===== src/rtl/mem_stage.sv =====
// mem_stage: memory-access stage of the RISC-V core, directly upstream of writeback.
// Loads and stores move one byte at a time over an 8-bit RAM port. Non-memory
// instructions pass straight through to the writeback triple. Execute is held off
// (ex_ready low) while a byte-serial access is in flight.
// Optional feature: define MEM_ALIGN_CHECK_EN to trap misaligned halfword/word
// accesses instead of performing them.
module mem_stage #(
  parameter int ADDR_W = 32
) (
  input  logic              clk,
  input  logic              rst,
  input  logic              rdy,
  input  logic              ex_valid,
  output logic              ex_ready,
  input  logic              ex_wreg,
  input  logic [4:0]        ex_waddr,
  input  logic [31:0]       ex_wdata,
  input  logic [3:0]        ex_memop,
  input  logic [ADDR_W-1:0] ex_maddr,
  input  logic [31:0]       ex_sdata,
  output logic              ram_req,
  output logic              ram_wr,
  output logic [ADDR_W-1:0] ram_addr,
  output logic [7:0]        ram_dout,
  input  logic [7:0]        ram_din,
  input  logic              ram_gnt,
  output logic              wb_we,
  output logic [4:0]        wb_waddr,
  output logic [31:0]       wb_wdata,
  output logic              misalign
);

  typedef enum logic [1:0] {S_IDLE, S_ISSUE, S_LAST} state_t;

  localparam logic [3:0] OP_LB  = 4'd1;
  localparam logic [3:0] OP_LH  = 4'd2;
  localparam logic [3:0] OP_LW  = 4'd3;
  localparam logic [3:0] OP_LBU = 4'd4;
  localparam logic [3:0] OP_LHU = 4'd5;
  localparam logic [3:0] OP_SB  = 4'd8;
  localparam logic [3:0] OP_SH  = 4'd9;
  localparam logic [3:0] OP_SW  = 4'd10;

  // Number of bytes moved by an op; zero means "not a memory op".
  function automatic logic [2:0] op_size(input logic [3:0] op);
    case (op)
      OP_LB, OP_LBU, OP_SB: op_size = 3'd1;
      OP_LH, OP_LHU, OP_SH: op_size = 3'd2;
      OP_LW, OP_SW:         op_size = 3'd4;
      default:              op_size = 3'd0;
    endcase
  endfunction

  function automatic logic op_is_store(input logic [3:0] op);
    op_is_store = (op == OP_SB) || (op == OP_SH) || (op == OP_SW);
  endfunction

  state_t              state_reg, state_next;
  logic [3:0]          op_reg;
  logic                wreg_reg;
  logic [4:0]          waddr_reg;
  logic [ADDR_W-1:0]   maddr_reg;
  logic [31:0]         sdata_reg;
  logic [2:0]          k_reg;       // index of the byte currently being issued
  logic                pend_reg;    // a read was granted last cycle; ram_din carries it now
  logic [1:0]          lane_reg;    // byte lane that the pending read belongs to
  logic                wb_we_reg;
  logic [4:0]          wb_waddr_reg;
  logic [31:0]         wb_wdata_reg;

  logic [2:0]          ex_size;
  logic                ex_is_mem;
  logic                ex_misal;
  logic                ex_accept;
  logic                start_mem;
  logic [2:0]          size_dec;
  logic                store_op;
  logic                issue;
  logic                grant;
  logic                last_byte;
  logic [31:0]         merged;
  logic [31:0]         load_val;

  assign ex_size   = op_size(ex_memop);
  assign ex_is_mem = (ex_size != 3'd0);
  assign ex_ready  = (state_reg == S_IDLE);
  assign ex_accept = rdy && ex_valid && (state_reg == S_IDLE);

`ifdef MEM_ALIGN_CHECK_EN
  assign ex_misal = ((ex_size == 3'd2) && ex_maddr[0]) ||
                    ((ex_size == 3'd4) && (ex_maddr[1:0] != 2'b00));
`else
  assign ex_misal = 1'b0;
`endif

  assign start_mem = ex_accept && ex_is_mem && !ex_misal;
  assign size_dec  = op_size(op_reg);
  assign store_op  = op_is_store(op_reg);
  assign issue     = (state_reg == S_ISSUE);

  // RAM port: address and write byte are held while the grant is withheld.
  assign ram_req   = issue && rdy;
  assign ram_wr    = issue && store_op;
  assign ram_addr  = issue ? (maddr_reg + ADDR_W'(k_reg)) : '0;
  assign ram_dout  = (issue && store_op) ? sdata_reg[{k_reg[1:0], 3'b000} +: 8] : 8'h00;
  assign grant     = ram_req && ram_gnt;
  assign last_byte = (k_reg == (size_dec - 3'd1));

  // Per-lane read capture. The merged view forwards the byte arriving this cycle so
  // the final byte can be written back on the same edge that captures it.
  genvar gi;
  generate
    for (gi = 0; gi < 4; gi++) begin : g_lane
      logic [7:0] byte_reg;
      logic       hit;

      assign hit = pend_reg && (lane_reg == 2'(gi));

      // Latch the returned read byte into this lane.
      always_ff @(posedge clk or negedge rst) begin
        if (!rst) begin
          byte_reg <= 8'h00;
        end else if (rdy && hit) begin
          byte_reg <= ram_din;
        end
      end

      assign merged[8*gi +: 8] = hit ? ram_din : byte_reg;
    end
  endgenerate

  // Sign- or zero-extend the assembled load value.
  always_comb begin
    load_val = merged;
    case (op_reg)
      OP_LB:   load_val = {{24{merged[7]}}, merged[7:0]};
      OP_LH:   load_val = {{16{merged[15]}}, merged[15:0]};
      OP_LBU:  load_val = {24'h000000, merged[7:0]};
      OP_LHU:  load_val = {16'h0000, merged[15:0]};
      default: load_val = merged;
    endcase
  end

  // Next state: stores finish on their last grant, loads take one more cycle.
  always_comb begin
    state_next = state_reg;
    case (state_reg)
      S_IDLE:  if (start_mem) state_next = S_ISSUE;
      S_ISSUE: if (grant && last_byte) state_next = store_op ? S_IDLE : S_LAST;
      S_LAST:  state_next = S_IDLE;
      default: state_next = S_IDLE;
    endcase
  end

  // State, latched instruction fields, byte counter and read-pending tracking.
  always_ff @(posedge clk or negedge rst) begin
    if (!rst) begin
      state_reg <= S_IDLE;
      op_reg    <= 4'd0;
      wreg_reg  <= 1'b0;
      waddr_reg <= 5'd0;
      maddr_reg <= '0;
      sdata_reg <= 32'd0;
      k_reg     <= 3'd0;
      pend_reg  <= 1'b0;
      lane_reg  <= 2'd0;
    end else if (rdy) begin
      state_reg <= state_next;
      if (ex_accept) begin
        op_reg    <= ex_memop;
        wreg_reg  <= ex_wreg;
        waddr_reg <= ex_waddr;
        maddr_reg <= ex_maddr;
        sdata_reg <= ex_sdata;
      end
      if (start_mem) begin
        k_reg <= 3'd0;
      end else if (grant) begin
        k_reg <= k_reg + 3'd1;
      end
      pend_reg <= grant && !store_op;
      lane_reg <= k_reg[1:0];
    end
  end

  // Writeback triple: one-cycle pulse for pass-through ops and completed loads.
  always_ff @(posedge clk or negedge rst) begin
    if (!rst) begin
      wb_we_reg    <= 1'b0;
      wb_waddr_reg <= 5'd0;
      wb_wdata_reg <= 32'd0;
    end else if (rdy) begin
      wb_we_reg <= 1'b0;
      if (ex_accept && !ex_is_mem) begin
        wb_we_reg    <= ex_wreg;
        wb_waddr_reg <= ex_waddr;
        wb_wdata_reg <= ex_wdata;
      end else if (state_reg == S_LAST) begin
        wb_we_reg    <= wreg_reg;
        wb_waddr_reg <= waddr_reg;
        wb_wdata_reg <= load_val;
      end
    end
  end

  assign wb_we    = wb_we_reg;
  assign wb_waddr = wb_waddr_reg;
  assign wb_wdata = wb_wdata_reg;

`ifdef MEM_ALIGN_CHECK_EN
  logic misal_reg;

  // One-cycle fault pulse for a trapped misaligned access.
  always_ff @(posedge clk or negedge rst) begin
    if (!rst) begin
      misal_reg <= 1'b0;
    end else if (rdy) begin
      misal_reg <= ex_accept && ex_is_mem && ex_misal;
    end
  end

  assign misalign = misal_reg;
`else
  assign misalign = 1'b0;
`endif

endmodule


===== config.mk =====
export PLATFORM = sky130hd
export DESIGN_NAME = mem_stage
export DESIGN_NICKNAME = d
export VERILOG_FILES = /design/src/rtl/mem_stage.sv
export SDC_FILE = /design/constraint.sdc
export NUM_CORES = 1
export LEC_CHECK = 0
export CAP_MARGIN = 40
export CORE_MARGIN = 5
export CORE_UTILIZATION = 40
export DETAILED_ROUTE_END_ITERATION = 10
export PLACE_DENSITY = 0.68
export SYNTH_ARGS = -nofsm -noshare
export SYNTH_HDL_FRONTEND = slang
export SYNTH_SLANG_ARGS = --single-unit

===== constraint.sdc =====
create_clock -name clk -period 4.85 [get_ports clk]
set_input_delay 0.97 -clock clk [delete_from_list [all_inputs] [get_ports clk]]
set_output_delay 0.97 -clock clk [all_outputs]
set_load 0.01 [all_outputs]

After elaboration in Yosys (flattened, before gate mapping)
Memory sizes are Yosys's and may differ from the RTL's.
Index checks and enable logic that the tools add are counted.
{ "totals": {"regBits": 152, "romBits": 96, "output_inout_bits": 82, "elab_cells": 86, "n_memories": 2} }
{ "mem_list": {"columns": ["name", "depth", "word_bits", "read_ports", "rd_ports_with_merged_regs", "wr", "line", "source"], "rows": [
  ["(no name shown)", 16, 3, 1, 0, 0, "46", "case (op)"],
  ["(no name shown)", 16, 3, 1, 0, 0, "46", null]
]} }
{ "op_classes": {"addsub": 3, "eq_ne": 15, "shifts": 1, "n_mux": 19, "reduce_logical": 30} }
{ "op_table": {"columns": ["cell", "n"], "rows": [
  ["32-bit case mux with 4 select lines", 1],
  ["32-bit two-way mux", 3],
  ["8-bit two-way mux", 5],
  ["32-bit by 3-bit adder with 32-bit output", 1],
  ["32-bit by 6-bit indexed part select with 8-bit output", 1],
  ["1-bit logical AND", 17],
  ["4-bit == test (second input constant)", 3],
  ["5-bit two-way mux", 2],
  ["4-bit by 3-bit == test with 1-bit output (second input constant)", 2],
  ["2-bit == test (second input constant)", 3],
  ["2-bit two-way mux", 3],
  ["3-bit two-way mux", 2],
  ["2-bit AND reduction", 3],
  ["2-bit by 1-bit == test with 1-bit output (second input constant)", 2],
  ["4-bit by 1-bit == test with 1-bit output (second input constant)", 1],
  ["4-bit by 2-bit == test with 1-bit output (second input constant)", 1],
  ["2-bit logical NOT", 2],
  ["2-bit by 1-bit != test with 1-bit output (second input constant)", 2],
  ["2-bit case mux with 2 select lines", 1],
  ["2-bit nonzero test", 2],
  ["3-bit by 1-bit adder with 3-bit output (second input constant)", 1],
  ["3-bit == test", 1],
  ["3-bit AND reduction", 1],
  ["3-bit nonzero test", 1],
  ["4 further kinds", 7]
]} }

Longest topological paths before layout
Gate-level depths: netlist (run 1).
{ "depth": {"word_depth": 6, "ltp_mapped": 9, "mapped_depth_nobuf": 8} }

Worst setup path after synthesis (run 1)
Ideal clock, no wire load.
{ "synth_timing": {"kind": "flip-flop to output port", "start": "register k_reg[0]", "end": "output ram_addr[30]", "arrival_ns": 2.132, "required_time_ns": 3.880, "slack_ns": 1.748, "path_stages_with_launch": 8, "cell_sequence": "dfrtp_1 > ha_1 > fa_1 > a21oi_1 > nor4b_4 > nand3_1 > or3_1 > a21oi_1"} }
{ "synth_via": {"elab_chain_cells": 2} }
{ "synth_lines": {"columns": ["element", "line", "source"], "rows": [
  ["from (decl)", "64", "logic [2:0] k_reg;"],
  ["from (signal assigned)", "179", "k_reg <= k_reg + 3'd1;"],
  ["32-bit by 3-bit adder with 32-bit output", "104", "assign ram_addr = issue ? (maddr_reg + ADDR_W'(k_reg)) : '0;"],
  ["32-bit two-way mux", "104", null],
  ["to (decl)", "23", "output logic [ADDR_W-1:0] ram_addr,"]
]} }
No other way between the ends.

Worst setup path after layout (run 1)
Same ends and word-level chain as after synthesis.

==> impl_results.md, run 1 <==
* Status: finished, final reports clean
* Routed vias at 5,863
* Worst Tran Pin Value at 0.883 ns
* Hold WC Path Type: in -> async
* Setup Skew at 0.00852 ns
* Port bufs at 199
* Synth Warn # at 0
* Post-synth EDFFs at 0
* Register bit count reported by yosys at 152
* Die Area at 21,900 sq um
* Latest clock arrival within the worst-skew pair at 0.42 ns
* Core area at 18,800 sq um
* Wire per inst at 17.6 microns
* Top Ports at 201
* Startpoint Class: flip-flop
* Share of cells above drive strength 1 at 19.7%
* Drc violations at 0
* Chip width at 148 microns
* Endpoints failing setup at 0
* Top_reg_cell synth: dfrtp_1
* CTS resizes at 0
* Leading post-synthesis cells by cell area: dfrtp_1 50%, mux2_2 16%, mux2i_1 3.8%
* Arr. time, crit path at 3.22 ns
* Mapped Nets at 810
* Largest net degree at the start of global routing at 76
* Mean Syn Cell Area at 11.1 sq um
* Num rows at 50
* Iter 0 DRT Violations at 310
* Fin crit share at 86.5%
* PnR Total Power at 6.77 mW
* Final Max Slew Viols at 0
* Commonest non-fill, non-tap cells in the layout: 198 x clkdlybuf4s50_1, 152 x dfrtp_1, 106 x mux2_2
* Vias in the first global route at 5,854
* Final Critical Period at 4.19 ns
* Setup TNS at 0 ns
* Post-CTS Hold Buffers at 0
* Initial antenna violation count at 2
* Final wirelength at 19,800 microns
* Layout fillers at 1,650
* H-tree Lvls at 4
* Post-Syn Instances at 685
* Worst vdd ir at 0.253 mV
* Root Buffer: clkbuf_16
* Placed Area at 9890 sq um
* Fin util at 56.1%
* Top cell type's share of synthesized area at 49.9%
* Final instance area at 10,500 sq um
* Sequential standard cell area at 3800 sq um
* Worst setup path class: reg -> out
* DR vias/cell at 5.22
* Fmax at 238 MHz
* Pwr Density at 642 nW/um^2
* Most common cell after layout, fill and taps aside: clkdlybuf4s50_1
* Multi-input combinational cell area at 3640 sq um
* CTS buffer count at 17
* Fin. Hold Viols at 0
* Reg clk slew, reported paths at 0.06 ns
* Longest Clk Path Bufs at 2
* Async set or reset register ratio after synthesis at 100%
* Leak Pwr at 4.47 nW
* RSZ-0062 raised after global routing: false
* Seq/Total Area, Yosys at 49.9%
* Setup bufs post-CTS at 0
* CP endpoint kind: primary output
* P&R area growth vs syn at 38.1%
* Leading area contributor after synthesis: dfrtp_1
* Max-cap violations at 0
* All-Layer GR Usage at 18.4%
* GPL Wtd Cong at 0.821
* First-pass GRT wire length at 32,000 microns
* CTS sink count at 152
* Post-detail-place hpwl at 14,100 microns
* Gr ovfl total at 0
* Synthesized cell area at 7630 sq um
* Netlist cell types at 52
* Die Ht at 148 microns
* Drt pass-1 iters at 4
* Nets at 1,000
* CP Data Required Time at 3.88 ns
* CTS tree: done
* Antenna viol nets, final at 0
* Slew HR at 41.1%
* Crit-path max FO at 10
* Initial Util at 40.6%
-- cell usage after synthesis, drive strengths merged (2+ instances only) --
library cell and n:
dfrtp 152, mux2 106, nand2 59, nor2 51, o21ai 36, a21oi 33
clkbuf 30, mux2i 29, o22ai 24, xor2 18, and3 16, xnor2 12
buf 11, nand3 11, nand4 10, or2 10, mux4 8, or3 8
and2 7, nor3 7, inv 6, a221o 5, ha 5, nor2b 4
nand3b 3, and4 2, nand2b 2, or4 2
-- metal layers --
metal | global-route usage [%] | vias up | wire length, microns
met1 | 25.0 | 2859 | 8810
met4 | 6.24 | 0 | 408
met5 | 0 | - | 0
met3 | 3.99 | 21 | 1120
li1 | - | 2829 | -
met2 | 29.3 | 154 | 9440
-- logic make-up (layout without fill, tap and decap cells) --
logic type,after synthesis,after routing,synth area share [%]
multiplexers,143,143,21.8
XOR/XNOR,30,30,3.44
buffers and inverters,47,250,2.59
other,1,3,0.0492
flip-flops,152,152,49.9
AND/OR/NAND/NOR,195,195,12.5
AO/OA/AOI/OAI,111,111,8.60
adder cells (fa/ha/maj),6,6,1.08
-- through the flow --
| step | hold WS [ns] | setup WS, ns | cells |
|---|---|---|---|
| floorplan | 0.475 | 1.75 | 685 |
| global placement | 0.465 | 1.08 | 1086 |
| detailed placement | 0.473 | 1.08 | 1090 |
| CTS | 0.430 | 0.610 | 1122 |
| global route | 0.434 | 0.386 | 1124 |
| finish | 0.428 | 0.656 | 1124 |
-- cell type report --
| cell class | instances | share of cell area [%] |
|---|---|---|
| inverter | 6 | 0.214 |
| clock inverter | 13 | 1.85 |
| multi-input combinational | 486 | 34.5 |
| clock buffer | 19 | 4.20 |
| antenna | 2 | 0.0475 |
| tap | 234 | 2.78 |
| sequential | 152 | 36.1 |
| timing repair buffer | 212 | 20.3 |
-- critical path, stage by stage (launching register included) --
cell             delay, ns
dfrtp_1               0.36
ha_1                  0.21
fa_1                  0.23
a21oi_1               0.14
nor4b_4               0.54
nand3_1               0.22
or3_1                 0.38
a21oi_1               0.16
clkdlybuf4s50_1       0.56
-- final timing paths --
path	cells past startpoint	from	slack [ns]	to
min in group clk	2	wb_wdata[22]	0.48	wb_wdata[22]
max in group asynchronous	3	rst	3.39	g_lane[2].byte_reg[7]
max	8	k_reg[0]	0.66	ram_addr[30]
min	1	rst	0.43	sdata_reg[2]
max reg2reg	5	lane_reg[1]	2.37	wb_wdata[16]
min reg2reg	2	wb_wdata[22]	0.48	wb_wdata[22]
-- where the power goes --
part	switching, mW	internal (mW)
combinational	1.30	1.74
clock	0.549	0.883
sequential	0.431	1.87
total	2.27	4.49
Power figures use the tool's default switching activity.
==> run 2, diff against run 1 <==
- RECOVER_POWER: default -> 100
==> run 2 against run 1 <==
Compared with the run above: largest power group unchanged; cell count hardly changed; highest routed layer unchanged; fmax fell by 1.6%; flip-flop and latch count unchanged; core utilization shrank 0.35 points; first-iteration DRC count shrank 0.32%; the run now ends with max-capacitance violations, max-slew violations left.
==> impl_results.md, run 2 (synthesis gave the netlist of run 1 again) <==
* Status: finished with violations (was finished, final reports clean)
* Failing checks: max-capacitance violations, max-slew violations
* Share of cells above drive strength 1 at 18.8% (was 19.7%)
* RSZ-0062 raised after global routing: false (unchanged)
* Root Buffer: clkbuf_16 (unchanged)
* Core area at 18,800 sq um (unchanged)
* Nets at 1,000 (unchanged)
* Worst Tran Pin Value at 1.82 ns (was 0.883 ns)
* CTS tree: done (unchanged)
* Fin util at 55.8% (was 56.1%)
* Fin crit share at 87.9% (was 86.5%)
* Post-detail-place hpwl at 14,100 microns (unchanged)
* Setup TNS at 0 ns (unchanged)
* Drc violations at 0 (unchanged)
* Most common cell after layout, fill and taps aside: dfrtp_1 (was clkdlybuf4s50_1)
* CTS resizes at 0 (unchanged)
* CTS buffer count at 17 (unchanged)
* CP Data Required Time at 3.88 ns (about the same)
* Iter 0 DRT Violations at 309 (was 310)
* Slowest stage delay, CP at 0.62 ns (was 0.56 ns)
* Max-cap violations at 4 (was 0)
* Post-CTS Hold Buffers at 0 (unchanged)
* Drt pass-1 iters at 4 (unchanged)
* All-Layer GR Usage at 18.4% (unchanged)
* Latest clock arrival within the worst-skew pair at 0.42 ns (about the same)
* Gr ovfl total at 0 (unchanged)
* Crit-path cells: ha_1 > fa_1 > a21oi_1 > nor4b_4 > nand3_1 > or3_1 > a21oi_1 > dlygate4sd3_1 (was ha_1 > fa_1 > a21oi_1 > nor4b_4 > nand3_1 > or3_1 > a21oi_1 > clkdlybuf4s50_1)
* First-pass GRT wire length at 32,000 microns (unchanged)
* CTS sink count at 152 (unchanged)
* P&R area growth vs syn at 37.3% (was 38.1%)
* Longest Clk Path Bufs at 2 (unchanged)
* Endpoints failing setup at 0 (unchanged)
* Routed vias at 5,878 (was 5,863)
* Slowest-stage cell, CP: dlygate4sd3_1 (was clkdlybuf4s50_1)
* Arr. time, crit path at 3.29 ns (was 3.22 ns)
* Setup bufs post-CTS at 0 (unchanged)
* H-tree Lvls at 4 (unchanged)
* Antenna viol nets, final at 0 (unchanged)
* Sequential standard cell area at 3800 sq um (unchanged)
* Initial antenna violation count at 3 (was 2)
* Initial Util at 40.6% (unchanged)
* Fmax at 235 MHz (was 238 MHz)
* Critical path's most frequent cell: a21oi_1 (unchanged)
* Die Area at 21,900 sq um (unchanged)
* Slew HR at -21.6% (was 41.1%)
* Final Max Slew Viols at 208 (was 0)
* Chip width at 148 microns (unchanged)
* CP endpoint kind: primary output (unchanged)
* Worst vdd ir at 0.252 mV (was 0.253 mV)
* Pwr Density at 631 nW/um^2 (was 642 nW/um^2)
* Die Ht at 148 microns (unchanged)
* Num rows at 50 (unchanged)
* Crit-path max FO at 10 (unchanged)
* Multi-input combinational cell area at 3630 sq um (was 3640 sq um)
* Fin. Hold Viols at 0 (unchanged)
* Vias in the first global route at 5,854 (unchanged)
* Top Ports at 201 (unchanged)
* Wire per inst at 17.5 microns (was 17.6 microns)
* Startpoint Class: flip-flop (unchanged)
* GPL Wtd Cong at 0.821 (unchanged)
* Leak Pwr at 4.56 nW (was 4.47 nW)
* Worst setup path class: reg -> out (unchanged)
* Hold WC Path Type: reg -> reg (was in -> async)
* Port bufs at 199 (unchanged)
* Largest net degree at the start of global routing at 76 (unchanged)
* Setup Skew at 0.0147 ns (was 0.00852 ns)
* Reg clk slew, reported paths at 0.06 ns (about the same)
* Final Critical Period at 4.26 ns (was 4.19 ns)
* Layout fillers at 1,656 (was 1,650)
* Final wirelength at 19,700 microns (was 19,800 microns)
* Commonest non-fill, non-tap cells in the layout: 152 x dfrtp_1, 120 x clkdlybuf4s50_1, 106 x mux2_2 (was 198 x clkdlybuf4s50_1, 152 x dfrtp_1, 106 x mux2_2)
* DR vias/cell at 5.22 (about the same)
[run 2: per-stage QoR]
| step | instances | area [sq um] | total power, mW | setup slack [ns] | hold slack, ns |
|---|---|---|---|---|---|
| after global routing | 1125 | 10500 | 7.10 | 0.331 | 0.515 |
| after global placement | 1086 | 9830 | 5.29 | 1.08 | 0.465 |
| after CTS | 1122 | 10500 | 6.84 | 0.610 | 0.430 |
| after detailed placement | 1090 | 9890 | 5.38 | 1.08 | 0.473 |
| final | 1125 | 10500 | 6.61 | 0.587 | 0.476 |
| after floorplan | 685 | 7630 | 4.02 | 1.75 | 0.475 |
[run 2: where the power goes]
group | leakage [nW] | internal [mW] | switching [mW]
logic | 2.39 | 1.60 | 1.28
registers | 1.87 | 1.87 | 0.424
clock network | 0.306 | 0.882 | 0.549
[run 2: final timing paths]
check | cells after the start | from | slack (ns) | endpoint
worst max register to register | 6 | state_reg[1] | 1.46 | wb_wdata[20]
max in group asynchronous | 3 | rst | 1.25 | wb_wdata[3]
worst min register to register | 2 | wb_wdata[22] | 0.48 | wb_wdata[22]
min in group asynchronous | 1 | rst | 1.03 | sdata_reg[2]
worst max-delay path | 8 | maddr_reg[0] | 0.59 | ram_addr[30]
worst min-delay path | 2 | wb_wdata[22] | 0.48 | wb_wdata[22]
[run 2: routing by layer]
metal | global-route usage (%) | part of all wire, % | vias to the layer above
li1 | - | - | 2835
met2 | 29.3 | 48 | 150
met5 | 0 | 0 | -
met1 | 25.0 | 45 | 2871
met3 | 3.99 | 5.0 | 22
met4 | 6.24 | 2.0 | 0
[run 2: worst max-delay path: cells and delay by family, from the launching register on]
| family | cells | cell delay (ns) |
|---|---|---|
| simple gates | 3 | 1.16 |
| compound gates | 2 | 0.29 |
| buf+inv | 1 | 0.62 |
| flops | 1 | 0.35 |
| fa+ha+maj | 2 | 0.44 |
[run 2: layout make-up]
class	count	area share (%)
flip-flops and latches	152	36.3
diodes	3	0.0717
inverters	6	0.215
multi-input cells	486	34.7
clock inverters	13	1.86
clock buffers	19	4.23
well taps	234	2.80
repair buffers	212	19.8
==> run 3, diff against run 2 <==
- CAP_MARGIN: 40 -> default
==> run 3 against run 2 <==
Compared with the run above: the flow still finishes with violations (max-capacitance violations, max-slew violations); cell count down 0.44%; routed wire length down 0.50%; critical path depth down 1; sequential power about the same; fmax down 0.58%; first-iteration DRC count down 7.8%; combinational power down 1%; final area down 0.81%; setup slack worse by 0.025 ns; clock-buffer cell count up 1; highest routed layer unchanged.
==> impl_results.md, run 3 (synthesis gave the netlist of run 1 again) <==
* All-Layer GR Usage at 18.2% (was 18.4%)
* Startpoint Class: flip-flop (unchanged)
* Vias in the first global route at 5,804 (was 5,854)
* Chip width at 148 microns (unchanged)
* Iter 0 DRT Violations at 285 (was 309)
* Share of cells above drive strength 1 at 18.7% (was 18.8%)
* Slew HR at -61.0% (was -21.6%)
* Final Critical Period at 4.29 ns (was 4.26 ns)
* Setup Slack @ Placement at 1.02 ns (was 1.08 ns)
* Setup Skew at 0.00550 ns (was 0.0147 ns)
* Slowest-stage cell, CP: dlygate4sd3_1 (unchanged)
* CTS tree: done (unchanged)
* Sw Share at 34.3% (was 34.1%)
* CTS resizes at 0 (unchanged)
* Die Ht at 148 microns (unchanged)
* Seq pwr share at 35.5% (was 34.7%)
* Endpoints failing setup at 0 (unchanged)
* Reg clk slew, reported paths at 0.06 ns (about the same)
* Longest Clk Path Bufs at 2 (unchanged)
* CTS buffer count at 17 (unchanged)
* Post-detail-place hpwl at 13,900 microns (was 14,100 microns)
* Worst vdd ir at 0.244 mV (was 0.252 mV)
* Num rows at 50 (unchanged)
* CTS sink count at 152 (unchanged)
* Largest net degree at the start of global routing at 97 (was 76)
* Grt met3 use at 3.81% (was 3.99%)
* Die Area at 21,900 sq um (unchanged)
* Post-CTS Hold Buffers at 0 (unchanged)
* Net Sw Power at 2.22 mW (was 2.25 mW)
* Setup bufs post-CTS at 0 (unchanged)
* M1 GR Usage at 24.9% (was 25.0%)
* Leak Pwr at 4.53 nW (was 4.56 nW)
* Most common cell after layout, fill and taps aside: dfrtp_1 (unchanged)
* Pwr Density at 622 nW/um^2 (was 631 nW/um^2)
* Wire per inst at 17.5 microns (about the same)
* Initial Util at 40.6% (unchanged)
* Commonest non-fill, non-tap cells in the layout: 152 x dfrtp_1, 118 x clkdlybuf4s50_1, 106 x mux2_2 (was 152 x dfrtp_1, 120 x clkdlybuf4s50_1, 106 x mux2_2)
* Setup TNS at 0 ns (unchanged)
* P&R area growth vs syn at 36.2% (was 37.3%)
* GPL Wtd Cong at 0.821 (unchanged)
* Arr. time, crit path at 3.32 ns (was 3.29 ns)
* Drt pass-1 iters at 4 (unchanged)
* Combinational Power Share at 44.1% (was 43.7%)
* Fin crit share at 88.4% (was 87.9%)
* First-pass GRT wire length at 31,700 microns (was 32,000 microns)
* CP Buf/Inv Count at 1 (unchanged)
* CP endpoint kind: primary output (unchanged)
* Fin. Hold Viols at 0 (unchanged)
* CP Data Required Time at 3.88 ns (about the same)
* Hold WC Path Type: reg -> reg (unchanged)
* Initial antenna violation count at 3 (unchanged)
* Latest clock arrival within the worst-skew pair at 0.41 ns (was 0.42 ns)
* Final Max Slew Viols at 173 (was 208)
* Failing checks: max-capacitance violations, max-slew violations (unchanged)
* Antenna viol nets, final at 0 (unchanged)
* Worst Tran Pin Value at 2.41 ns (was 1.82 ns)
* RSZ-0062 raised after global routing: false (unchanged)
* Routed vias at 5,841 (was 5,878)
* Fmax at 233 MHz (was 235 MHz)
* H-tree Lvls at 4 (unchanged)
* Core area at 18,800 sq um (unchanged)
* Gr busiest metal: met2 (unchanged)
* Crit path max-delay family: simple AND/OR/NAND/NOR gates (unchanged)
* Nets at 996 (was 1,000)
* Top Ports at 201 (unchanged)
* Port bufs at 199 (unchanged)
* Slowest stage delay, CP at 0.64 ns (was 0.62 ns)
* Clock share of power at 20.4% (was 21.7%)
* Crit-path max FO at 9 (was 10)
* Setup WS post-layout at 0.562 ns (was 0.587 ns)
* Status: finished with violations (unchanged)
* Crit-path cells: ha_1 > a211oi_1 > nor3_2 > nand3_1 > or4_1 > a21oi_1 > dlygate4sd3_1 (was ha_1 > fa_1 > a21oi_1 > nor4b_4 > nand3_1 > or3_1 > a21oi_1 > dlygate4sd3_1)
* Fin util at 55.3% (was 55.8%)
* DR vias/cell at 5.22 (about the same)
* Gr ovfl total at 0 (unchanged)
* Internal Power at 4.24 mW (was 4.36 mW)
* Root Buffer: clkbuf_16 (unchanged)
* Max-cap violations at 2 (was 4)
* Drc violations at 0 (unchanged)
* Worst setup path class: reg -> out (unchanged)
* Final wirelength at 19,600 microns (was 19,700 microns)
* PnR Total Power at 6.46 mW (was 6.61 mW)
* Met2 capacity usage during global routing at 29.3% (about the same)
==> run 3: worst register-to-register path, delay by kind of cell, from the launching register on <==
kind	cells	cell delay [ns]
flops	1	0.41
simple gates	3	1.09
compound gates	1	0.27
buf+inv	2	1.49
==> run 3: final timing paths <==
kind | start | end | slack, ns | depth (start not counted)
worst max-delay path | maddr_reg[1] | ram_addr[23] | 0.56 | 7
worst min-delay path | wb_wdata[25] | wb_wdata[25] | 0.48 | 2
worst max register to register | state_reg[1] | wb_wdata[20] | 1.42 | 6
worst min register to register | wb_wdata[25] | wb_wdata[25] | 0.48 | 2
max in group asynchronous | rst | wb_wdata[3] | 1.29 | 2
min in group asynchronous | rst | sdata_reg[23] | 1.26 | 1
==> run 3: final cells by class <==
class / instances / area [sq um]
repair buffers: 208 / 2040
flip-flops and latches: 152 / 3800
clock buffers: 20 / 467
fillers: 1653 / 8380
clock inverters: 11 / 123
multi-input cells: 486 / 3630
diodes: 3 / 7.51
well taps: 234 / 293
inverters: 6 / 22.5
==> run 3: metrics by stage <==
step / hold slack [ns] / instances / instance area, sq um
final: 0.480 / 1120 / 10400
after global routing: 0.515 / 1120 / 10400
after CTS: 0.488 / 1117 / 10400
after detailed placement: 0.474 / 1086 / 9830
after global placement: 0.465 / 1086 / 9830
after floorplan: 0.475 / 685 / 7630
==> run 3: power groups by stage <==
| stage | logic, mW | clock network (mW) | registers, mW |
|---|---|---|---|
| 4_1_cts | 3.04 | 1.35 | 2.30 |
| 5_1_grt | 3.16 | 1.40 | 2.38 |
| 3_3_place_gp | 3.00 | 0 | 2.29 |
| 2_1_floorplan | 1.76 | 0 | 2.25 |
| 6_report | 2.85 | 1.32 | 2.29 |
| 3_5_place_dp | 3.03 | 0 | 2.31 |
==> run 3: metal layers <==
metal / routed length, microns / vias up
li1: - / 2820
met5: 0 / -
met2: 9410 / 157
met4: 320 / 0
met3: 1140 / 17
met1: 8740 / 2847
